==> config.mk <==
export PLATFORM = sky130hd
export DESIGN_NAME = clint_multi_hart
export DESIGN_NICKNAME = d
export VERILOG_FILES = /design/src/rtl/clint_pkg.sv /design/src/rtl/clint_mtime_counter.sv /design/src/rtl/clint_multi_hart.sv
export SDC_FILE = /design/constraint.sdc
export NUM_CORES = 1
export LEC_CHECK = 0
export CAP_MARGIN = 15
export CORE_ASPECT_RATIO = 1.75
export CORE_MARGIN = 2
export CORE_UTILIZATION = 60
export DETAILED_ROUTE_END_ITERATION = 6
export GPL_TIMING_DRIVEN = 1
export PLACE_DENSITY = 0.83
export SETUP_SLACK_MARGIN = 0.5
export SLEW_MARGIN = 25
export SYNTH_ARGS = -nofsm -noshare
export SYNTH_HDL_FRONTEND = slang
export SYNTH_SLANG_ARGS = --single-unit
==> constraint.sdc <==
create_clock -name i_clk -period 6 [get_ports i_clk]
set_clock_uncertainty 0.2 [all_clocks]
set_input_delay 0.6 -clock i_clk [delete_from_list [all_inputs] [get_ports i_clk]]
set_output_delay 0.6 -clock i_clk [all_outputs]
set_load 0.01 [all_outputs]
==> src/rtl/clint_pkg.sv <==
// Shared types and default register map for the core-local interruptor.
package clint_pkg;

  localparam int unsigned MSIP_BASE_DEF     = 32'h0000_0000;
  localparam int unsigned MTIMECMP_BASE_DEF = 32'h0000_4000;
  localparam int unsigned MTIME_ADDR_DEF    = 32'h0000_BFF8;
  localparam int unsigned REQ_ADDR_W        = 32;

  typedef struct packed {
    logic                  wr;
    logic [REQ_ADDR_W-1:0] addr;
    logic [63:0]           wdata;
    logic [7:0]            be;
  } req_t;

  typedef struct packed {
    logic [63:0] rdata;
    logic        error;
  } rsp_t;

  typedef enum logic {
    ST_IDLE = 1'b0,
    ST_RESP = 1'b1
  } state_e;

  function automatic logic [63:0] merge_bytes(input logic [63:0] old_val,
                                              input logic [63:0] wdata,
                                              input logic [7:0]  be);
    logic [63:0] res;
    for (int i = 0; i < 8; i++) begin
      res[8*i +: 8] = be[i] ? wdata[8*i +: 8] : old_val[8*i +: 8];
    end
    return res;
  endfunction

endpackage

==> src/rtl/clint_mtime_counter.sv <==
// Prescaled 64-bit mtime counter; a register-port write overrides a coincident tick.
module clint_mtime_counter
  import clint_pkg::*;
#(
  parameter int unsigned PRESCALE = 1
) (
  input  logic        i_clk,
  input  logic        i_reset,
  input  logic        i_wr_en,
  input  logic [63:0] i_wdata,
  input  logic [7:0]  i_be,
  output logic [63:0] o_mtime
);

  localparam int unsigned CNT_W = (PRESCALE > 1) ? $clog2(PRESCALE) : 1;

  logic [CNT_W-1:0] pre_cnt;
  logic             tick;
  logic [63:0]      mtime;

  assign tick    = (pre_cnt == CNT_W'(PRESCALE - 1));
  assign o_mtime = mtime;

  // The prescaler free-runs regardless of writes so the tick cadence never slips.
  always_ff @(posedge i_clk) begin
    if (i_reset) begin
      pre_cnt <= '0;
      mtime   <= '0;
    end else begin
      pre_cnt <= tick ? '0 : pre_cnt + CNT_W'(1);
      if (i_wr_en) begin
        mtime <= merge_bytes(mtime, i_wdata, i_be);
      end else if (tick) begin
        mtime <= mtime + 64'd1;
      end
    end
  end

endmodule

==> src/rtl/clint_multi_hart.sv <==
// Core-local interruptor: shared mtime, per-hart msip/mtimecmp, one request/response register port.
module clint_multi_hart
  import clint_pkg::*;
#(
  parameter int unsigned HART_NUM      = 4,
  parameter int unsigned ADDR_W        = 16,
  parameter int unsigned PRESCALE      = 1,
  parameter int unsigned MSIP_BASE     = MSIP_BASE_DEF,
  parameter int unsigned MTIMECMP_BASE = MTIMECMP_BASE_DEF,
  parameter int unsigned MTIME_ADDR    = MTIME_ADDR_DEF
) (
  input  logic                i_clk,
  input  logic                i_reset,
  input  logic                i_req_valid,
  output logic                o_req_ready,
  input  logic                i_req_wr,
  input  logic [ADDR_W-1:0]   i_req_addr,
  input  logic [63:0]         i_req_wdata,
  input  logic [7:0]          i_req_be,
  output logic                o_rsp_valid,
  input  logic                i_rsp_ready,
  output logic [63:0]         o_rsp_rdata,
  output logic                o_rsp_error,
  output logic [HART_NUM-1:0] o_ipi_valid,
  output logic [HART_NUM-1:0] o_time_irq_valid,
  output logic [63:0]         o_mtime
);

  localparam int unsigned IDX_W = (HART_NUM > 1) ? $clog2(HART_NUM) : 1;

  req_t                req;
  rsp_t                rsp_d;
  rsp_t                rsp_q;
  state_e              state;
  logic                accept;
  logic [31:0]         msip_off;
  logic [31:0]         cmp_off;
  logic                msip_hit;
  logic                cmp_hit;
  logic                mtime_hit;
  logic [IDX_W-1:0]    msip_idx;
  logic [IDX_W-1:0]    cmp_idx;
  logic                msip_lane_be;
  logic                msip_bit;
  logic [HART_NUM-1:0] msip;
  logic [63:0]         mtimecmp [HART_NUM];
  logic [63:0]         mtime;

  assign req = '{wr: i_req_wr, addr: REQ_ADDR_W'(i_req_addr), wdata: i_req_wdata, be: i_req_be};
  assign accept = (state == ST_IDLE) && i_req_valid;

  // Region decode is prioritised so exactly one target is selected even with overlapping maps.
  assign msip_off  = req.addr - MSIP_BASE;
  assign cmp_off   = req.addr - MTIMECMP_BASE;
  assign mtime_hit = ((req.addr >> 3) == (MTIME_ADDR >> 3));
  assign cmp_hit   = !mtime_hit && (req.addr >= MTIMECMP_BASE) && ((cmp_off >> 3) < HART_NUM);
  assign msip_hit  = !mtime_hit && !cmp_hit && (req.addr >= MSIP_BASE) && ((msip_off >> 2) < HART_NUM);
  assign msip_idx  = msip_off[IDX_W+1:2];
  assign cmp_idx   = cmp_off[IDX_W+2:3];

  assign msip_lane_be = req.addr[2] ? req.be[4] : req.be[0];
  assign msip_bit     = req.addr[2] ? req.wdata[32] : req.wdata[0];

  always_comb begin
    rsp_d = '{rdata: 64'd0, error: 1'b0};
    if (mtime_hit) begin
      if (!req.wr) rsp_d.rdata = mtime;
    end else if (cmp_hit) begin
      if (!req.wr) rsp_d.rdata = mtimecmp[cmp_idx];
    end else if (msip_hit) begin
      if (!req.wr) rsp_d.rdata = req.addr[2] ? {31'd0, msip[msip_idx], 32'd0}
                                             : {63'd0, msip[msip_idx]};
    end else begin
      rsp_d.error = 1'b1;
    end
  end

  always_ff @(posedge i_clk) begin
    if (i_reset) begin
      state       <= ST_IDLE;
      o_req_ready <= 1'b1;
      o_rsp_valid <= 1'b0;
      rsp_q       <= '0;
    end else begin
      case (state)
        ST_IDLE: if (i_req_valid) begin
          state       <= ST_RESP;
          o_req_ready <= 1'b0;
          o_rsp_valid <= 1'b1;
          rsp_q       <= rsp_d;
        end
        ST_RESP: if (i_rsp_ready) begin
          state       <= ST_IDLE;
          o_req_ready <= 1'b1;
          o_rsp_valid <= 1'b0;
        end
        default: state <= ST_IDLE;
      endcase
    end
  end

  assign o_rsp_rdata = rsp_q.rdata;
  assign o_rsp_error = rsp_q.error;

  clint_mtime_counter #(
    .PRESCALE (PRESCALE)
  ) u_mtime (
    .i_clk   (i_clk),
    .i_reset (i_reset),
    .i_wr_en (accept && req.wr && mtime_hit),
    .i_wdata (req.wdata),
    .i_be    (req.be),
    .o_mtime (mtime)
  );

  assign o_mtime = mtime;

  for (genvar h = 0; h < HART_NUM; h++) begin : g_hart
    logic        msip_q;
    logic [63:0] cmp_q;
    logic        ipi_q;
    logic        tirq_q;

    // Interrupt levels are registered from the current register values, one cycle behind them.
    always_ff @(posedge i_clk) begin
      if (i_reset) begin
        msip_q <= 1'b0;
        cmp_q  <= '1;
        ipi_q  <= 1'b0;
        tirq_q <= 1'b0;
      end else begin
        if (accept && req.wr && msip_hit && msip_lane_be && (msip_idx == IDX_W'(h))) begin
          msip_q <= msip_bit;
        end
        if (accept && req.wr && cmp_hit && (cmp_idx == IDX_W'(h))) begin
          cmp_q <= merge_bytes(cmp_q, req.wdata, req.be);
        end
        ipi_q  <= msip_q;
        tirq_q <= (mtime >= cmp_q);
      end
    end

    assign msip[h]             = msip_q;
    assign mtimecmp[h]         = cmp_q;
    assign o_ipi_valid[h]      = ipi_q;
    assign o_time_irq_valid[h] = tirq_q;
  end

endmodule

==> out/qor.csv <==
stage,metric,value,unit
detailed_routing,DR WL/cell,22.76,um
timing,FMAX,0.2783,GHz
cts,clk slew on worst S/H paths,0.06,ns
critical_path,CP Data Arrival Time,3.81,ns
cts,clock root cell,clkbuf_16,
logic_synthesis,sequential fraction of the synthesis area,32.79,%
global_route,largest net degree at the start of global routing,102,
logic_synthesis,syn nets,3348,
power,VDD IR max,0.1666,mV
detailed_routing,DRT Wirelength,84480,um
placement,I/O Buffers,229,
placement,DP Wirelength,59630,um
finish,Non-Filler Instances,3712,
logic_synthesis,#FFs+latches synth,401,
finish,most frequent cells in the layout,"nand2_1 (415), dfxtp_1 (401), nand3_1 (376)",
global_route,GRT Residual Overflow,0,
run_status,status,"finished, violations left",
die,die height,271.2,um
timing,Final WS setup,2.407,ns
critical_path,Worst setup SP type,input port,
timing,final setup vio count,0,
global_route,initial antenna violation count,2,
logic_synthesis,Post-synth EDFFs,0,
power,PnR Total Power,5.723,mW
timing,transition time of the tightest slew-check pin,1.056,ns
detailed_routing,First-pass DRT Iterations,7,
die,core box area,0.04017,mm^2
logic_synthesis,post-synthesis cell count,2998,
die,chip width,156.7,um
critical_path,CP max FO,15,
hold_path,worst hold stages,2,
placement,# placed instances,3641,
finish,most common library cell in the layout ignoring fill and taps,nand2_1,
cts,Clock Sinks,401,
cts,Post CTS Setup Buffer Count,0,
detailed_routing,drt drc,2,
critical_path,CP peak stage delay,0.64,ns
power,sequential power share,46.7,%
timing,Tmin final,3.593,ns
run_status,violated checks,DRC,
power,Combinational Power Share,5.7,%
power,PD cells,200.9,mW/mm^2
cts,# hold bufs at CTS,0,
hold_path,hold crit path type,register to register,
critical_path,Setup CP Type,input port to register,
cts,post-cts resize count,0,
cts,Inserted Clock Buffers,39,
critical_path,Worst EP required,6.22,ns
global_route,vias in the first global route,24440,
die,Site Rows,97,
critical_path,Reg2Reg Depth,8,
detailed_routing,drt initial violations,2336,
timing,final slew viol count,0,
timing,final setup TNS,0,ns
cts,H-tree levels,2,
timing,Slew headroom,29.58,%
logic_synthesis,"Async S/R FF share, synth",0,%
critical_path,CP cell instances,clkdlybuf4s50_1 -> nor4_1 -> nand4_1 -> nor3_4 -> buf_4 -> nand2_1 -> mux2i_1 -> nand2_1,
power,switching share of power,23.36,%
power,leakage power,14.96,nW
logic_synthesis,most frequently used flop master after synthesis,dfxtp_1,
finish,post-layout util,70.92,%
cts,CTS tree,yes,
finish,share of layout cells above drive strength 1,6.031,%
logic_synthesis,unique cell type count in the Yosys netlist,77,
power,clock share of power,47.6,%
power,Cell Int Power,4.386,mW
global_route,All-Layer GR Usage,38.95,%
detailed_routing,antenna-violating nets left,0,
cts,clk buf depth,3,
timing,RSZ-0062 raised after global routing,no,
logic_synthesis,Avg Inst Size Synth,8.165,um^2
finish,final net count,3489,
global_route,global-route wire length before repair,129700,um
cts,Skew-Pair Late Insertion Delay,0.56,ns
detailed_routing,Via density,6.638,
timing,Final Hold Violating Endpoints,0,
logic_synthesis,Yosys warning count,0,
placement,dpl ws,1.919,ns
critical_path,CP Capture Type,register,
critical_path,slowest cell on the critical path,nor3_4,
die,Die Footprint,0.04249,mm^2
run,MaxCap Viol Count,0,
logic_synthesis,"Cell Area, Synth",0.02448,mm^2
critical_path,CP dominant cell by count,nand2_1,
die,I/O pins,232,
timing,Final Cycle Share,59.88,%
die,initial core utilization,60.93,%
placement,routability cong.,1.021,
power,net load switching power,1.337,mW
detailed_routing,Via Count,24640,
finish,Area Growth Syn to Fin,16.39,%
power groups by stage:
stage               Sequential [mW]  Clock (mW)  Combinational [mW]
global route                   2.67        2.83               0.333
floorplan                      2.73           0               0.143
detailed placement             2.73           0               0.310
global placement               2.73           0               0.304
finish                         2.67        2.72               0.324
CTS                            2.67        2.73               0.312
final timing paths:
path                                                    endpoint  slack (ns)                             from
worst min register to register      o_rsp_rdata[10]$_SDFFE_PP0P_        0.28     o_rsp_rdata[10]$_SDFFE_PP0P_
worst min-delay path                o_rsp_rdata[10]$_SDFFE_PP0P_        0.28     o_rsp_rdata[10]$_SDFFE_PP0P_
worst max register to register       g_hart[2].tirq_q$_SDFF_PP0_        2.47  u_mtime.o_mtime[0]$_SDFFE_PP0P_
worst max-delay path            g_hart[2].cmp_q[15]$_SDFFE_PP1P_        2.41                    i_req_addr[5]
kinds of logic (layout without fill, tap and decap cells):
family,count (synthesis),after routing,share of synthesized area [%]
and+or+nand+nor,1238,1238,23.84
AOI/OAI and AO/OA,498,498,12.85
buffers and inverters,424,593,6.757
DFF,401,401,32.79
adders and majority gates,257,257,13.14
muxes,175,175,10.47
xor gates and xnor gates,4,4,0.1431
other,1,2,0.01532
metrics by stage:
step	hold slack (ns)	instance area [um^2]
2_1_floorplan	0.2482	24480
3_3_place_gp	0.2587	27090
3_5_place_dp	0.2715	27090
4_1_cts	0.2806	28480
5_1_grt	0.2989	28490
6_report	0.2831	28490
Yosys cell counts (6+ instances only):
| cell | instances | area share (%) |
|---|---|---|
| nand2_1 | 415 | 6.4 |
| dfxtp_1 | 401 | 33 |
| nand3_1 | 376 | 7.7 |
| inv_1 | 263 | 4.0 |
| ha_1 | 257 | 13 |
| nor2_1 | 205 | 3.1 |
| a21oi_1 | 199 | 4.1 |
| clkbuf_1 | 109 | 1.7 |
| mux2i_1 | 103 | 4.2 |
| o21ai_0 | 69 | 1.4 |
| a22oi_1 | 66 | 2.0 |
| mux4_2 | 64 | 5.9 |
| nand4_1 | 51 | 1.3 |
| nor3_1 | 45 | 0.92 |
| a21o_1 | 35 | 1.1 |
| nor4_1 | 31 | 0.79 |
| a211oi_1 | 30 | 0.92 |
| buf_1 | 25 | 0.38 |
| and4_1 | 23 | 0.82 |
| and2_1 | 17 | 0.43 |
| buf_2 | 17 | 0.35 |
| and3_1 | 15 | 0.38 |
| a221oi_1 | 13 | 0.47 |
| nor2b_1 | 11 | 0.28 |
| a31oi_1 | 10 | 0.26 |
| buf_4 | 9 | 0.28 |
| o211ai_1 | 9 | 0.28 |
| nor3b_1 | 8 | 0.25 |
| a311oi_1 | 7 | 0.25 |
| nand2b_1 | 7 | 0.18 |
| mux2_2 | 6 | 0.28 |
| o21a_1 | 6 | 0.18 |
| o31ai_1 | 6 | 0.18 |
| or3_1 | 6 | 0.15 |
critical path, delay by kind of cell:
family        cells  cell delay (ns)
buf+inv           2             0.86
mux               1             0.31
simple gates      5             2.03
state kept, by name, indices dropped and copies added (netlist names):
register / flops
o_rsp_rdata: 64
g_hart.cmp_q: 256
g_hart.tirq_q: 4
g_hart.ipi_q: 4
state: 1
o_req_ready: 1
o_rsp_valid: 1
o_rsp_error: 1
u_mtime.o_mtime: 64
u_mtime.pre_cnt: 1
g_hart.msip_q: 4
layer usage:
| layer | wire length, um | part of all wire [%] | global-route usage (%) | up-vias |
|---|---|---|---|---|
| met5 | 12 | 0.014 | 0 | - |
| met4 | 9190 | 11 | 35.66 | 2 |
| met3 | 7700 | 9.1 | 6.290 | 554 |
| met2 | 39500 | 47 | 64.24 | 1576 |
| met1 | 28080 | 33 | 42.37 | 11530 |
| li1 | - | - | - | 10970 |
area by class of cell:
class,count,area (um^2)
sequential,401,8028
multi-input combinational,2173,14860
inverter,263,992.2
clock inverter,13,219.0
tap,544,680.7
clock buffer,56,1172
antenna,1,2.502
timing repair buffer,261,2537
fill,3125,11680
Power figures use the tool's default switching activity.
